## src/rtl/pc_cfr_cpg_allocator.sv

```systemverilog
//------------------------------------------------------------------------------
// pc_cfr_cpg_allocator
//
// Shares a pool of cancellation pulse generators (CPGs) between the peaks
// found by the peak detector. Each accepted peak claims the lowest-index
// free CPG. That CPG then runs one full pulse: it walks the CPW RAM address
// from 0 to 2**CPW_ADDR_WIDTH-1 and holds the peak scale constant for the
// whole pulse. A peak that finds no free CPG is dropped and counted.
//
// Ports:
//   clk            datapath clock
//   rst_n          asynchronous active-low reset
//   enable         accept new peaks when 1
//   peak_valid     one-cycle strobe, peak detected this cycle
//   peak_scale_i/q signed I/Q scale of the peak
//   cnt_clear      synchronous clear of drop_count
//   cpg_start      one-cycle start strobe per CPG
//   cpg_active     CPG k is emitting a pulse
//   cpg_addr       CPW read address per CPG, packed [k*CPW_ADDR_WIDTH +: CPW_ADDR_WIDTH]
//   cpg_scale_i/q  scale per CPG, packed [k*DATA_WIDTH +: DATA_WIDTH]
//   peak_accepted  one-cycle strobe, peak allocated
//   peak_dropped   one-cycle strobe, peak dropped (no free CPG)
//   drop_count     saturating count of dropped peaks
//
// Per-CPG state machine:
//   state   | meaning
//   --------+-----------------------------------------------------------
//   ST_IDLE | no pulse; addr and scale held at 0
//   ST_RUN  | emitting a pulse; addr advances by 1 each cycle from 0
//------------------------------------------------------------------------------
`timescale 1ns/1ps

module pc_cfr_cpg_allocator #(
  parameter int DATA_WIDTH     = 16,
  parameter int CPW_ADDR_WIDTH = 8,
  parameter int NUM_CPG        = 4,
  parameter int CNT_WIDTH      = 16
) (
  input  logic                                clk,
  input  logic                                rst_n,
  input  logic                                enable,
  input  logic                                peak_valid,
  input  logic [DATA_WIDTH-1:0]               peak_scale_i,
  input  logic [DATA_WIDTH-1:0]               peak_scale_q,
  input  logic                                cnt_clear,
  output logic [NUM_CPG-1:0]                  cpg_start,
  output logic [NUM_CPG-1:0]                  cpg_active,
  output logic [NUM_CPG*CPW_ADDR_WIDTH-1:0]   cpg_addr,
  output logic [NUM_CPG*DATA_WIDTH-1:0]       cpg_scale_i,
  output logic [NUM_CPG*DATA_WIDTH-1:0]       cpg_scale_q,
  output logic                                peak_accepted,
  output logic                                peak_dropped,
  output logic [CNT_WIDTH-1:0]                drop_count
);

  localparam logic [CPW_ADDR_WIDTH-1:0] ADDR_LAST = '1;
  localparam logic [CNT_WIDTH-1:0]      CNT_MAX   = '1;

  typedef enum logic {
    ST_IDLE = 1'b0,
    ST_RUN  = 1'b1
  } cpg_state_t;

  cpg_state_t                state   [NUM_CPG];
  logic [CPW_ADDR_WIDTH-1:0] addr_r  [NUM_CPG];
  logic [DATA_WIDTH-1:0]     scale_i_r [NUM_CPG];
  logic [DATA_WIDTH-1:0]     scale_q_r [NUM_CPG];

  logic [NUM_CPG-1:0] cpg_free;
  logic [NUM_CPG-1:0] sel_onehot;
  logic               any_free;
  logic               peak_req;
  logic               do_alloc;
  logic               do_drop;

  // A CPG on its last sample counts as free so a new pulse can follow it
  // with no idle cycle in between.
  always_comb begin
    cpg_free   = '0;
    sel_onehot = '0;
    any_free   = 1'b0;
    for (int k = 0; k < NUM_CPG; k++) begin
      cpg_free[k] = (state[k] == ST_IDLE) || (addr_r[k] == ADDR_LAST);
      if (cpg_free[k] && !any_free) begin
        sel_onehot[k] = 1'b1;
        any_free      = 1'b1;
      end
    end
  end

  assign peak_req = peak_valid && enable;
  assign do_alloc = peak_req && any_free;
  assign do_drop  = peak_req && !any_free;

  always_ff @(posedge clk or negedge rst_n) begin
    if (!rst_n) begin
      for (int k = 0; k < NUM_CPG; k++) begin
        state[k]     <= ST_IDLE;
        addr_r[k]    <= '0;
        scale_i_r[k] <= '0;
        scale_q_r[k] <= '0;
      end
      cpg_start     <= '0;
      peak_accepted <= 1'b0;
      peak_dropped  <= 1'b0;
      drop_count    <= '0;
    end else begin
      for (int k = 0; k < NUM_CPG; k++) begin
        if (do_alloc && sel_onehot[k]) begin
          state[k]     <= ST_RUN;
          addr_r[k]    <= '0;
          scale_i_r[k] <= peak_scale_i;
          scale_q_r[k] <= peak_scale_q;
        end else if (state[k] == ST_RUN) begin
          if (addr_r[k] == ADDR_LAST) begin
            state[k]     <= ST_IDLE;
            addr_r[k]    <= '0;
            scale_i_r[k] <= '0;
            scale_q_r[k] <= '0;
          end else begin
            addr_r[k] <= addr_r[k] + 1'b1;
          end
        end
      end

      cpg_start     <= do_alloc ? sel_onehot : '0;
      peak_accepted <= do_alloc;
      peak_dropped  <= do_drop;

      // Clear takes priority over a coincident drop.
      if (cnt_clear) begin
        drop_count <= '0;
      end else if (do_drop && (drop_count != CNT_MAX)) begin
        drop_count <= drop_count + 1'b1;
      end
    end
  end

  for (genvar k = 0; k < NUM_CPG; k++) begin : g_pack
    assign cpg_active[k]                                    = (state[k] == ST_RUN);
    assign cpg_addr[k*CPW_ADDR_WIDTH +: CPW_ADDR_WIDTH]     = addr_r[k];
    assign cpg_scale_i[k*DATA_WIDTH +: DATA_WIDTH]          = scale_i_r[k];
    assign cpg_scale_q[k*DATA_WIDTH +: DATA_WIDTH]          = scale_q_r[k];
  end

endmodule

```

## config.mk

```make
export PLATFORM = sky130hd
export DESIGN_NAME = pc_cfr_cpg_allocator
export DESIGN_NICKNAME = d
export VERILOG_FILES = /design/src/rtl/pc_cfr_cpg_allocator.sv
export SDC_FILE = /design/constraint.sdc
export NUM_CORES = 1
export LEC_CHECK = 0
export ABC_AREA = 1
export BUFFER_PORTS_ARGS = -buffer_cell sky130_fd_sc_hd__buf_2
export CAP_MARGIN = 25
export CORE_MARGIN = 2
export CORE_UTILIZATION = 54
export CTS_BUF_LIST = sky130_fd_sc_hd__clkbuf_4 sky130_fd_sc_hd__clkbuf_8
export DETAILED_ROUTE_END_ITERATION = 6
export HOLD_SLACK_MARGIN = 0.15
export PLACE_DENSITY = 0.91
export SLEW_MARGIN = 20
export SYNTH_ARGS = -nofsm -noshare
export SYNTH_HDL_FRONTEND = slang
export SYNTH_SLANG_ARGS = --single-unit
```

## constraint.sdc

```tcl
create_clock -name clk -period 2.2 [get_ports clk]
set_clock_uncertainty 0.15 [all_clocks]
set_input_delay 0.22 -clock clk [delete_from_list [all_inputs] [get_ports clk]]
set_output_delay 0.22 -clock clk [all_outputs]
set_load 0.02 [all_outputs]
```

==> impl_metrics.ini, run 1 <==
[clock_network]
clkTransAtPathRegs_ps = 90
clk-insertion-delay-late_ps = 460
cts_buffer_depth = 2
cts_sinks = 186
root_buffer = clkbuf_8
cts_buffers = 17
h-tree-depth = 4
cts_tree = yes

[floorplanning]
dieArea_sq_mm = 0.0161
die_h_microns = 127
start_util = 0.556
ios = 223
core_area_sq_mm = 0.0146
rows = 44
dieWidth_microns = 127

[critical_path]
start_kind = input port
r2r_cells = 12
reg2reg_from = cpg_addr[17]$_DFFE_PN0P_
path_common_cell = dlygate4sd3_1
crit_type = input port to register
reg2reg_to = cpg_scale_i[50]$_DFFE_PN0P_
cp.arrival_ps = 2350
cp_slowest_cell = dlygate4sd3_1
path_buf_inv = 5
end_kind = register
crit_chain = dlygate4sd3_1, buf_2, nand2_2, dlygate4sd3_1, nor2_4, inv_2, buf_4, o21ai_0, a21oi_1
crit_family = buffers and inverters
cp_max_fo = 13
reg2reg_slack_ps = 120
max_stage_delay_ps = 730
worst_ep_required_time_ps = 2440

[logic_synthesis]
syn_avg_cell_area_sq_um = 8.91
synth.cells.most_frequent = nand2_1, dfrtp_1, inv_1
synth_edf_count = 0
yosys.area.top_type = dfrtp_1
synthDistinctLibCells = 38
synthArstFlopShare = 1.00
synth_area_sq_mm = 0.00814
synth_fp_nets = 956
netlist.area_leader.share = 0.572
yosysWarnings = 0
synth.yosys.seq_area_share = 0.572
synth_seq_cells = 186
synthMostInstantiatedCell = nand2_1
synthCells = 914
yosys-top-cells-area = dfrtp_1, nand2_1, o21ai_0
synth_ff_type = dfrtp_1

[power]
p_total_mw = 8.15
p_leak_nw = 5.96
power.density_mw_per_mm2 = 782
irDropWorstVdd_mv = 0.621

[sta]
slew_headroom = 0.587
worst_slack_ps = 91.0
maxSlewViolCount = 0
tightest_slew_ps = 620
min_period_over_period = 0.959
finalHoldViolCount = 0
final-setup-viol-count = 0
fin_crit_ps = 2110
hold-worst-slack_ps = 154
tns_ps = 0
fmax_ghz = 0.474

[outcome]
status = completed

[placement]
place_hpwl_mm = 15.4
detailedPlace.worstSlack_ps = 73.8
placed_cell_area_sq_mm = 0.00959
io_buffer_count = 222
dp_cells = 1314
gp_congestion = 0.903

[finish]
finalNonFillerCells = 1385
n_fill_cell = 1076
utilization = 0.712
area_delta_synth_final_pct = 28.1
drive_gt1_frac = 0.281
diodes = 0
fin_nets = 1230
postLayoutCellArea_sq_mm = 0.0104

[drt]
drt_iter0_drc = 562
wl_per_cell_microns = 16.4
drtAntennaViolNets = 0
routed_wl_mm = 22.8
dr.pass1.iters = 5
wl_met3_mm = 1.55
wl_met1_mm = 9.22
maxUsedRoutingLayer = met4
drcViolationCount = 0
wl_met2_mm = 11.3
viasPerCell = 5.38
vias = 7458

[global_routing]
overflow = 0
grt_util_all_layers = 0.288
grt_pass1_vias = 7179
grt_pass1_wl_mm = 36.5
grt_max_degree = 64
antenna_found_initial = 0

[run]
maxCapViolCount = 0

[hold_path]
min_path_type = input port to async pin
layout make-up:
| type | instances | area, sq um | area share |
|---|---|---|---|
| multi-input cells | 601 | 2970 | 0.285 |
| inverters | 86 | 323 | 0.0310 |
| clock buffers | 22 | 278 | 0.0266 |
| clock inverters | 10 | 118 | 0.0113 |
| flip-flops and latches | 186 | 4650 | 0.447 |
| repair buffers | 296 | 1850 | 0.177 |
| well taps | 184 | 230 | 0.0221 |
how the worst max path moves through the flow:
stage                              from                           to  cells after the start
3_5_place_dp   cpg_addr[17]$_DFFE_PN0P_  cpg_scale_q[53]$_DFFE_PN0P_                     12
5_1_grt         cpg_addr[0]$_DFFE_PN0P_  cpg_scale_q[54]$_DFFE_PN0P_                     12
3_3_place_gp    cpg_addr[8]$_DFFE_PN0P_     cpg_addr[21]$_DFFE_PN0P_                     12
2_1_floorplan  cpg_addr[16]$_DFFE_PN0P_  cpg_scale_i[50]$_DFFE_PN0P_                     12
4_1_cts        cpg_addr[17]$_DFFE_PN0P_  cpg_scale_q[53]$_DFFE_PN0P_                     12
6_report                     peak_valid      cpg_addr[6]$_DFFE_PN0P_                      9
cells by family after synthesis:
| family | Yosys count | synth area share |
|---|---|---|
| simple gates | 416 | 0.222 |
| flops | 186 | 0.572 |
| compound gates | 160 | 0.110 |
| buf+inv | 127 | 0.0673 |
| xor+xnor | 20 | 0.0215 |
| fa+ha+maj | 5 | 0.00769 |
per-layer routing:
layer / global-route usage / vias up
met3: 0.0641 / 66
met2: 0.479 / 341
met1: 0.371 / 3544
met5: 0 / -
met4: 0.113 / 0
li1: - / 3507
power by group:
part,internal [mW],total [mW],switching (mW)
sequential,3.77,4.01,0.242
clock,1.09,2.30,1.21
combinational,0.617,1.83,1.22
layout by cell type, fill, tap and decap left out, drive strengths merged, types with 3 or more instances in the layout:
cell type,netlist,final
clkinvlp,0,4
nand4,6,6
o211ai,32,32
dfrtp,186,186
inv,85,87
buf,24,259
or2,3,3
nand2,290,290
xor2,18,18
ha,5,5
nor3,9,9
a21oi,16,16
nor2,44,44
dlygate4sd3,0,37
o21ai,108,108
clkbuf,17,22
clkinv,1,3
nand3,60,60
sequential cells by signal (all words and copies together), names as in the netlist:
signal,flops
drop_count,16
peak_accepted,1
cpg_scale_q,64
cpg_active,4
peak_dropped,1
cpg_start,4
cpg_scale_i,64
cpg_addr,32
what timing repair did:
action | in CTS | in global routing
hold endpoints to repair | 335 | 0
resized for setup | 0 | 12
setup endpoints to repair | 0 | 91
hold buffers | 37 | 0
setup buffers | 0 | 2
Note: power is estimated with default switching activity, not from simulation.
==> run 2, diff against run 1 <==
--- a/config.mk
+++ b/config.mk
@@ -5,11 +5,11 @@
 export SDC_FILE = /design/constraint.sdc
 export NUM_CORES = 1
 export LEC_CHECK = 0
-export ABC_AREA = 1
+export ABC_AREA = 0
 export BUFFER_PORTS_ARGS = -buffer_cell sky130_fd_sc_hd__buf_2
 export CAP_MARGIN = 25
 export CORE_MARGIN = 2
-export CORE_UTILIZATION = 54
+export CORE_UTILIZATION = 53
 export CTS_BUF_LIST = sky130_fd_sc_hd__clkbuf_4 sky130_fd_sc_hd__clkbuf_8
 export DETAILED_ROUTE_END_ITERATION = 6
 export HOLD_SLACK_MARGIN = 0.15
==> impl_metrics.ini, run 2 <==
[finish]
postLayoutCellArea_sq_mm = 0.0102
final_common_cell = buf_2
most-common-layout-cells = buf_2, dfrtp_1, a22o_1
utilization = 0.745
finalNonFillerCells = 1109
diodes = 0
final-seq-area_sq_mm = 0.00466
drive_gt1_frac = 0.402
multi_input_area_sq_mm = 0.00268
area_delta_synth_final_pct = 39.0
fin_nets = 958
n_fill_cell = 867

[clock_network]
clk-insertion-delay-late_ps = 470
cts_buffers = 17
h-tree-depth = 4
cts_buffer_depth = 2
root_buffer = clkbuf_8
cts_sinks = 186
cts_tree = yes
clkTransAtPathRegs_ps = 90

[floorplanning]
die_h_microns = 122
core_area_sq_mm = 0.0137
start_util = 0.536
rows = 43
dieWidth_microns = 122
dieArea_sq_mm = 0.0148
ios = 223

[logic_synthesis]
synth_area_sq_mm = 0.00735
synthMostInstantiatedCell = dfrtp_1
synth_seq_cells = 186
yosys.area.top_type = dfrtp_1
yosysWarnings = 0
synthArstFlopShare = 1.00
synthCells = 594
syn_avg_cell_area_sq_um = 12.4
netlist.area_leader.share = 0.633
synthDistinctLibCells = 40
synth_fp_nets = 636
yosys-top-cells-area = dfrtp_1, a22o_1, o21ai_0
synth_ff_type = dfrtp_1
synth.cells.most_frequent = dfrtp_1, a22o_1, o21ai_0
synth_edf_count = 0
synth.yosys.seq_area_share = 0.633

[drt]
dr.pass1.iters = 5
wl_per_cell_microns = 20.7
viasPerCell = 6.03
drt_iter0_drc = 741
vias = 6691
routed_wl_mm = 23.0
drtAntennaViolNets = 0
drcViolationCount = 0

[sta]
tightest_slew_ps = 427
worst_slack_ps = -15.3
tns_ps = -29.0
fmax_ghz = 0.451
rsz0062_at_grt = true
slew_headroom = 0.715
maxSlewViolCount = 0
final-setup-viol-count = 2
min_period_over_period = 1.01
finalHoldViolCount = 0
hold-worst-slack_ps = 351
fin_crit_ps = 2220

[run]
maxCapViolCount = 0

[global_routing]
antenna_found_initial = 0
grt_util_all_layers = 0.316
grt_pass1_vias = 6589
grt_pass1_wl_mm = 35.7
overflow = 0
grt_max_degree = 71

[power]
p_leak_nw = 5.27
p_total_mw = 11.0
power.density_mw_per_mm2 = 1080
irDropWorstVdd_mv = 0.719

[placement]
io_buffer_count = 222
detailedPlace.worstSlack_ps = -24.5
placed_cell_area_sq_mm = 0.00935
place_hpwl_mm = 14.2
dp_cells = 1036
gp_congestion = 0.858

[critical_path]
reg2reg_to = drop_count[15]$_DFFE_PN0P_
start_kind = register
reg2reg_from = cpg_addr[17]$_DFFE_PN0P_
reg2reg_slack_ps = -20
end_kind = register
cp_max_fo = 7
crit_type = register to register
r2r_cells = 6
worst_ep_required_time_ps = 2400
cp.arrival_ps = 2420

[hold_path]
min_path_type = register to register
worstHoldStart = cpg_scale_q[24]$_DFFE_PN0P_
hold_depth = 1
holdPathEnd = cpg_scale_q[24]$_DFFE_PN0P_

[outcome]
violations = negative setup slack
status = finished, violations left
run 2: cell count changes after synthesis, moves of 12 or more:
cell,before,now
nand2_1,276,33
a22o_1,1,132
inv_1,72,8
o21ai_1,45,0
nand3_1,57,18
o211ai_1,32,0
o21ai_0,63,40
inv_2,13,0
nor2_1,36,23
o31ai_1,0,12
run 2: timing repair:
item | 4_1_cts | 5_1_grt
hold endpoints to repair | 339 | 0
buffers inserted | 1 | 1
hold buffers | 38 | 0
endpoints found under the setup margin | 2 | 72
pin swaps | 1 | 1
cloned | 0 | 1
resized for setup | 1 | 11
run 2: kinds of logic after synthesis:
| family | share of synthesized area |
|---|---|
| xor gates and xnor gates | 0.00834 |
| adders and majority gates | 0.00851 |
| AOI/OAI and AO/OA | 0.229 |
| muxes | 0.00443 |
| DFF | 0.633 |
| buffers and inverters | 0.0243 |
| and+or+nand+nor | 0.0924 |
run 2: worst max path at each step:
stage               depth (start not counted)                startpoint                    endpoint  slack, ps
floorplan                                   7   cpg_addr[0]$_DFFE_PN0P_  drop_count[15]$_DFFE_PN0P_       -130
global placement                            6   cpg_addr[1]$_DFFE_PN0P_  drop_count[15]$_DFFE_PN0P_         20
detailed placement                          6   cpg_addr[1]$_DFFE_PN0P_  drop_count[15]$_DFFE_PN0P_        -20
CTS                                         6   cpg_addr[1]$_DFFE_PN0P_  drop_count[15]$_DFFE_PN0P_        -20
global route                                6  cpg_addr[17]$_DFFE_PN0P_   drop_count[9]$_DFFE_PN0P_        -70
finish                                      6  cpg_addr[17]$_DFFE_PN0P_  drop_count[15]$_DFFE_PN0P_        -20
run 2: final cells by class:
| cell class | count | area share |
|---|---|---|
| well taps | 180 | 0.0220 |
| clock buffers | 24 | 0.0317 |
| flip-flops and latches | 186 | 0.456 |
| multi-input cells | 366 | 0.262 |
| clock inverters | 8 | 0.0104 |
| inverters | 8 | 0.00294 |
| repair buffers | 337 | 0.214 |
run 2: critical path, cell delays in order (launching register included):
cell and delay [ps]:
dfrtp_2 430, ha_4 160, nand3_2 90, o21ai_2 80, or4_4 570, nor4_2 240
mux2_2 370
run 2: report_power, final:
group          leakage (nW)  total [mW]  internal, mW  switching (mW)
clock                 0.216        2.43          1.21            1.21
sequential             2.42        4.76          4.20           0.554
combinational          2.64        3.86          1.59            2.27
run 2: layer usage:
layer,up-vias,global-route usage,share of wire
met1,3308,0.420,0.39
li1,2897,-,-
met2,433,0.503,0.50
met4,0,0.132,0.028
met3,53,0.0740,0.086
met5,-,0,0
==> run 3, diff against run 2 <==
--- a/config.mk
+++ b/config.mk
@@ -13,6 +13,7 @@
 export CTS_BUF_LIST = sky130_fd_sc_hd__clkbuf_4 sky130_fd_sc_hd__clkbuf_8
 export DETAILED_ROUTE_END_ITERATION = 6
 export HOLD_SLACK_MARGIN = 0.15
+export MAX_ROUTING_LAYER = met4
 export PLACE_DENSITY = 0.91
 export SLEW_MARGIN = 20
 export SYNTH_ARGS = -nofsm -noshare
==> impl_metrics.ini, run 3 (synthesized netlist as in run 2, its figures left out) <==
[critical_path]
critical_path_depth = 6
cp_max_fo = 7
cp-startpoint = cpg_addr[17]$_DFFE_PN0P_
worst_ep_required_time_ps = 2430
max_stage_delay_ps = 570
reg2reg_to = drop_count[7]$_DFFE_PN0P_
cp.arrival_ps = 2440
crit_family = simple AND/OR/NAND/NOR gates
crit_path_end = drop_count[7]$_DFFE_PN0P_
reg2reg_from = cpg_addr[17]$_DFFE_PN0P_
end_kind = register
reg2reg_slack_ps = -4
cp_slowest_cell = or4_4
crit_chain = ha_4, nand3_2, o21ai_2, or4_4, or4_1, a21oi_1
crit_type = register to register
start_kind = register
path_buf_inv = 0
r2r_cells = 6

[floorplanning]
dieArea_sq_mm = 0.0148
start_util = 0.536
ios = 223
die_h_microns = 122
core_area_sq_mm = 0.0137
rows = 43
dieWidth_microns = 122

[finish]
area_delta_synth_final_pct = 39.0
fin_nets = 958
multi_input_area_sq_mm = 0.00268
final-seq-area_sq_mm = 0.00466
most-common-layout-cells = buf_2, dfrtp_1, a22o_1
utilization = 0.745
drive_gt1_frac = 0.400
final_common_cell = buf_2
n_fill_cell = 865
finalNonFillerCells = 1109
diodes = 0

[drt]
dr.pass1.iters = 6
routed_wl_mm = 22.8
viasPerCell = 6.06
vias = 6716
drtAntennaViolNets = 0
wl_per_cell_microns = 20.5
drt_iter0_drc = 736
drcViolationCount = 0

[clock_network]
cts_sinks = 186
h-tree-depth = 4
clk-insertion-delay-late_ps = 460
cts_buffers = 17
clkTransAtPathRegs_ps = 90
cts_tree = yes
cts_buffer_depth = 2
root_buffer = clkbuf_8

[sta]
maxSlewViolCount = 0
final-setup-viol-count = 1
worst_slack_ps = -4.40
finalHoldViolCount = 0
min_period_over_period = 1.00
slew_headroom = 0.716
rsz0062_at_grt = true
tightest_slew_ps = 426
tns_ps = -4.40
fmax_ghz = 0.454
fin_crit_ps = 2200

[power]
p_total_mw = 11.0
p_leak_nw = 5.27
irDropWorstVdd_mv = 0.715
power.density_mw_per_mm2 = 1080

[placement]
io_buffer_count = 222
place_hpwl_mm = 14.2
dp_cells = 1036
gp_congestion = 0.871

[global_routing]
grt_max_degree = 71
grt_util_all_layers = 0.325
grt_pass1_vias = 6580
antenna_found_initial = 0
overflow = 0
grt_pass1_wl_mm = 35.6

[hold_path]
min_path_type = register to register

[outcome]
status = finished, violations left
violations = negative setup slack

[run]
maxCapViolCount = 0
run 3: cell counts in the layout (fill, tap and decap cells not counted):
Identical to the previous run, type by type.
run 3: layout make-up:
type,instances,area share
clock inverters,8,0.0104
flip-flops and latches,186,0.457
repair buffers,337,0.214
multi-input cells,366,0.262
well taps,180,0.0220
clock buffers,24,0.0317
inverters,8,0.00294
run 3: metal layers:
| layer | vias to the layer above | wire length, microns | track usage |
|---|---|---|---|
| met5 | - | 0 | - |
| met3 | 60 | 1670 | 0.0674 |
| li1 | 2892 | - | - |
| met2 | 416 | 11300 | 0.504 |
| met1 | 3348 | 9140 | 0.426 |
| met4 | 0 | 622 | 0.125 |
run 3: repair_timing:
action,in CTS,in global routing
pin swaps,1,1
hold buffers,38,0
endpoints found under the setup margin,2,72
hold endpoints to repair,339,0
cloned,0,1
resized for setup,1,10
setup buffers,1,1
run 3: worst reg2reg max path, delay by kind of cell, from the launching register on:
| kind | cells | cell delay [ps] |
|---|---|---|
| and+or+nand+nor | 3 | 1130 |
| adders and majority gates | 1 | 160 |
| DFF | 1 | 430 |
| AOI/OAI and AO/OA | 2 | 250 |
run 3: how the worst min path moves through the flow:
stage,start,to,depth (start not counted)
global route,cpg_scale_i[44]$_DFFE_PN0P_,cpg_scale_i[44]$_DFFE_PN0P_,1
finish,cpg_scale_q[24]$_DFFE_PN0P_,cpg_scale_q[24]$_DFFE_PN0P_,1
CTS,cpg_scale_i[11]$_DFFE_PN0P_,cpg_scale_i[11]$_DFFE_PN0P_,1
detailed placement,rst_n,drop_count[11]$_DFFE_PN0P_,1
global placement,rst_n,cpg_addr[22]$_DFFE_PN0P_,1
floorplan,rst_n,cpg_active[0]$_DFF_PN0_,0
run 3: power by group:
part,switching (mW),internal (mW),leakage (nW)
logic,2.27,1.59,2.64
clock network,1.20,1.21,0.216
registers,0.551,4.20,2.42
total,4.03,7.01,5.27
run 3: metrics by stage:
stage               hold slack [ps]  instance area, sq um  setup WS, ps
floorplan                      -226                  7440          -130
global placement               20.8                  9350          15.5
detailed placement             25.4                  9350         -24.5
CTS                             353                 10200         -16.9
global route                    368                 10200         -35.8
finish                          352                 10200         -4.40
